$ cat config.mk
export PLATFORM = sky130hd
export DESIGN_NAME = input_feed_scheduler
export DESIGN_NICKNAME = d
export VERILOG_FILES = /design/src/rtl/input_feed_scheduler.sv
export SDC_FILE = /design/constraint.sdc
export NUM_CORES = 1
export LEC_CHECK = 0
export ABC_AREA = 1
export CORE_ASPECT_RATIO = 1.4
export CORE_MARGIN = 4
export CORE_UTILIZATION = 35
export CTS_CLUSTER_SIZE = 28
export DETAILED_ROUTE_END_ITERATION = 8
export HOLD_SLACK_MARGIN = 0.15
export MAX_ROUTING_LAYER = met4
export PLACE_DENSITY_LB_ADDON = 0.2
export RECOVER_POWER = 25
export SYNTH_ARGS = -nofsm -noshare
export SYNTH_HDL_FRONTEND = slang
export SYNTH_SLANG_ARGS = --single-unit
$ cat constraint.sdc
create_clock -name clk -period 4.03 [get_ports clk]
set_input_delay 0.806 -clock clk [delete_from_list [all_inputs] [get_ports clk]]
set_output_delay 0.806 -clock clk [all_outputs]
set_load 0.01 [all_outputs]
$ cat src/rtl/input_feed_scheduler.sv
// Skewed read sequencer for the systolic array input FIFOs: row i is read for
// len_q consecutive schedule steps starting at step i; any empty active row freezes the wavefront.
module input_feed_scheduler #(
   parameter int NUM_ROWS = 16,
   parameter int LEN_W    = 8
) (
   input  logic                clk,
   input  logic                rst,
   input  logic                start,
   input  logic [LEN_W-1:0]    tile_len,
   input  logic                abort,
   input  logic [NUM_ROWS-1:0] fifo_empty,
   output logic [NUM_ROWS-1:0] fifo_rd_en,
   output logic [NUM_ROWS-1:0] row_valid,
   output logic                busy,
   output logic                done,
   output logic [15:0]         stall_cnt
);

   localparam int CYC_W = LEN_W + 5;

   typedef enum logic [1:0] {
      IDLE,
      FEED,
      FIN
   } state_t;

   state_t              state;
   state_t              state_nxt;
   logic [LEN_W-1:0]    len_q;
   logic [LEN_W-1:0]    len_nxt;
   logic [CYC_W-1:0]    cyc;
   logic [CYC_W-1:0]    cyc_nxt;
   logic [15:0]         stall_nxt;
   logic [NUM_ROWS-1:0] active;
   logic [NUM_ROWS-1:0] rd_en;
   logic                stall;
   logic                last;

   function automatic logic [15:0] sat_inc16(input logic [15:0] v);
      return (v == 16'hFFFF) ? v : v + 16'd1;
   endfunction

   // Row is active for schedule steps row .. row+len-1 (upper bound kept exclusive).
   function automatic logic row_active(input logic [CYC_W-1:0] c,
                                       input logic [LEN_W-1:0] len,
                                       input int               row);
      logic [CYC_W-1:0] lo;
      logic [CYC_W-1:0] hi;
      lo = CYC_W'(row);
      hi = lo + CYC_W'(len);
      return (c >= lo) && (c < hi);
   endfunction

   always_comb begin
      active = '0;
      for (int i = 0; i < NUM_ROWS; i++) begin
         active[i] = row_active(cyc, len_q, i);
      end
   end

   assign stall = |(active & fifo_empty);
   assign last  = (cyc == CYC_W'(len_q) + CYC_W'(NUM_ROWS - 2));

   always_comb begin
      state_nxt = state;
      len_nxt   = len_q;
      cyc_nxt   = cyc;
      stall_nxt = stall_cnt;
      rd_en     = '0;
      case (state)
         IDLE: begin
            if (start) begin
               cyc_nxt   = '0;
               stall_nxt = '0;
               if (tile_len != '0) begin
                  len_nxt   = tile_len;
                  state_nxt = FEED;
               end else begin
                  state_nxt = FIN;
               end
            end
         end
         FEED: begin
            // abort outranks both the stall freeze and the completion check
            if (abort) begin
               state_nxt = FIN;
            end else if (stall) begin
               stall_nxt = sat_inc16(stall_cnt);
            end else begin
               rd_en   = active;
               cyc_nxt = cyc + CYC_W'(1);
               if (last) begin
                  state_nxt = FIN;
               end
            end
         end
         FIN: begin
            state_nxt = IDLE;
         end
         default: begin
            state_nxt = IDLE;
         end
      endcase
   end

   always_comb begin
      fifo_rd_en = rd_en;
      busy       = (state != IDLE);
      done       = (state == FIN);
   end

   // Registered state; row_valid trails the read enables by the FIFO read latency
   always_ff @(posedge clk or posedge rst) begin
      if (rst) begin
         state     <= IDLE;
         len_q     <= '0;
         cyc       <= '0;
         stall_cnt <= '0;
         row_valid <= '0;
      end else begin
         state     <= state_nxt;
         len_q     <= len_nxt;
         cyc       <= cyc_nxt;
         stall_cnt <= stall_nxt;
         row_valid <= rd_en;
      end
   end

endmodule

==> flow_summary.json <==
{
  "setup_viol": 16,
  "slowest_delay_ns": 0.42,
  "hold_viol": 0,
  "drc": 0,
  "synthCells": 1114,
  "rr_worst_depth": 29,
  "cp_slowest_cell": "dfrtp_1",
  "hold_end": "stall_cnt[4]",
  "ant_nets": 0,
  "grt_overflow_total": 0,
  "gp_congestion": 0.974,
  "min_path_type": "flip-flop to flip-flop",
  "tightestPinTransition_ns": 1.13,
  "grt_use_total": 0.243,
  "rows": 63,
  "die_x_um": 131,
  "timing.rr.start": "len_q[3]",
  "avgViaCountPerCell": 5.07,
  "routed_wl_um": 28400,
  "synth.area.top_cells": "ha_1 (22%), dfrtp_1 (18%), nand2_1 (14%)",
  "yosysWarningCount": 0,
  "numClockSinks": 55,
  "worstSkewPairLatency_ns": 0.31,
  "cp_data_arrival_time_ns": 3.51,
  "r2r_slack_ns": 0.12,
  "fillers": 2000,
  "wl_per_cell_um": 17.1,
  "h-tree-depth": 2,
  "cts_buffers": 5,
  "total_leakage_power_nw": 5.79,
  "core_area_sq_um": 21100,
  "critPathRequiredTime_ns": 3.22,
  "criticalPathCategory": "flip-flop to output pin",
  "hp-start": "stall_cnt[4]",
  "power_density_nw_per_um2": 617,
  "grt_max_degree": 29,
  "finalClockSkew_ns": 0.0128,
  "path_clk_slew_ns": 0.08,
  "die-area_sq_um": 23800,
  "rr_endpoint": "stall_cnt[12]",
  "min_period_ns": 4.32,
  "synth_area_leader_cell": "ha_1",
  "drive_above_1_share": 0.300,
  "firstDrtPassIters": 5,
  "status": "finished, violations left",
  "max_slew_margin": 0.245,
  "place.port_buffers": 77,
  "async_flop_share": 1.00,
  "finalPower_mw": 6.90,
  "initialDrtViolationCount": 464,
  "synth_flop_cell": "dfrtp_1",
  "cts_tree": "done",
  "grt_pass1_wl_um": 45000,
  "synth_edf_count": 0,
  "nets": 1562,
  "ir_drop_uv": 268,
  "root_buffer": "clkbuf_16",
  "critical_path.startpoint_type": "flip-flop",
  "timing.final.crit_share": 1.07,
  "crit_top_cell": "buf_6",
  "synth.most_common_cell": "nand2_1",
  "yosysSeqAreaShare": 0.184,
  "avgSynthCellArea_sq_um": 6.71,
  "worstPathMaxFanout": 6,
  "grt_pass1_vias": 8460,
  "max-clock-path-buffers": 2,
  "ys_ff_latch": 55,
  "fp.dieH_um": 181,
  "routed-via-count": 8432,
  "cap_violations": 0,
  "slew_violations": 0,
  "endpoint_kind": "output pin",
  "antenna_found_initial": 1,
  "start_util": 0.354,
  "violations": "negative setup slack",
  "ioPinCount": 78,
  "synth_nets": 1275,
  "final_util": 0.529,
  "netlist_top_cells_count": "nand2_1 (278), ha_1 (133), nor2_1 (131), inv_1 (115), nand3_1 (94)",
  "fmax_ghz": 0.232,
  "fin_ws_ns": -0.290,
  "area_delta_synth_final_pct": 49.7,
  "post-dp-hpwl_um": 22100,
  "synth_area_sq_um": 7470,
  "yosysUniqueCellTypes": 39,
  "hold_depth": 2,
  "rsz0062_at_grt": "true",
  "synth_top_area_frac": 0.223
}
[flip-flops by register name, indices dropped and copies added (netlist names)]
name	cells
stall_cnt	16
row_valid	16
len_q	8
state	2
cyc	13
[per-stage QoR]
step                std cells  cell area, sq um  hold slack [ns]  TNS (ns)  setup slack, ns
finish                   1663             11200            0.523     -3.99           -0.290
floorplan                1114              7470            0.501         0            0.121
CTS                      1648             10800            0.514     -4.00           -0.173
global placement         1578              9590            0.489     -9.83           -0.639
detailed placement       1578              9590            0.494    -10.12           -0.690
global route             1663             11200            0.561     -6.73           -0.440
[worst max-delay path, delay by kind of cell, from the launching register on]
kind,cells,cell delay (ns)
xor+xnor,1,0.14
compound gates,2,0.28
fa+ha+maj,2,0.47
simple gates,10,0.83
flops,1,0.42
buf+inv,10,1.05
[cell type report]
type,count,area (sq um),area share
clock inverters,3,46.3,0.00414
flip-flops and latches,55,1380,0.123
multi-input cells,911,6170,0.551
well taps,260,325,0.0291
inverters,126,485,0.0434
repair buffers,302,2650,0.237
diodes,1,2.50,0.000224
clock buffers,5,125,0.0112
[timing repair]
item	in CTS	in global routing
buffers inserted	62	22
hold buffers	0	0
gates resized for setup	223	57
pin swaps	52	64
cloned	1	1
endpoints found under the setup margin	16	34
[worst max-delay path by stage]
stage | slack, ns | endpoint | startpoint | depth (start not counted)
after CTS | -0.17 | fifo_rd_en[7] | len_q[1] | 23
after floorplan | 0.12 | fifo_rd_en[10] | len_q[3] | 20
after detailed placement | -0.69 | fifo_rd_en[1] | len_q[3] | 22
after global placement | -0.64 | fifo_rd_en[15] | len_q[3] | 23
final | -0.29 | fifo_rd_en[15] | len_q[3] | 25
after global routing | -0.44 | fifo_rd_en[4] | len_q[4] | 22
[power breakdown]
part / total, mW / switching, mW / internal [mW]
clock network: 0.529 / 0.232 / 0.296
registers: 0.707 / 0.0880 / 0.619
logic: 5.66 / 3.18 / 2.49
[metal layers]
layer | up-vias | part of all wire | track usage
met5 | - | 0 | -
met2 | 225 | 0.54 | 0.451
met3 | 85 | 0.032 | 0.0217
met1 | 3891 | 0.38 | 0.258
met4 | 0 | 0.049 | 0.117
li1 | 4231 | - | -
[cell families (layout without fill, tap and decap cells)]
logic type	Yosys count	in the layout	synth area share
adders and majority gates	133	133	0.223
xor gates and xnor gates	51	51	0.0598
buffers and inverters	150	436	0.0834
DFF	55	55	0.184
and+or+nand+nor	609	611	0.368
muxes	1	1	0.00151
AOI/OAI and AO/OA	115	115	0.0807
other	0	1	0
[placed cells by master, fill, tap and decap left out, types with 6 or more instances in the layout]
| master | synthesis | final |
|---|---|---|
| nand2_1 | 278 | 259 |
| buf_4 | 3 | 193 |
| ha_1 | 133 | 121 |
| nor2_1 | 131 | 109 |
| inv_1 | 115 | 102 |
| nand3_1 | 94 | 79 |
| a21oi_1 | 75 | 65 |
| clkdlybuf4s50_1 | 0 | 60 |
| dfrtp_1 | 55 | 52 |
| xor2_1 | 47 | 42 |
| buf_6 | 4 | 40 |
| nand2_2 | 16 | 30 |
| nor2_4 | 7 | 29 |
| nor3_1 | 21 | 21 |
| nand4_1 | 19 | 19 |
| inv_2 | 7 | 18 |
| o21ai_0 | 26 | 16 |
| nor2_2 | 15 | 15 |
| nand3_2 | 3 | 15 |
| a21oi_2 | 0 | 9 |
| ha_4 | 0 | 9 |
| buf_12 | 1 | 7 |
| nor3_2 | 6 | 6 |
Note: power is estimated with default switching activity, not from simulation.
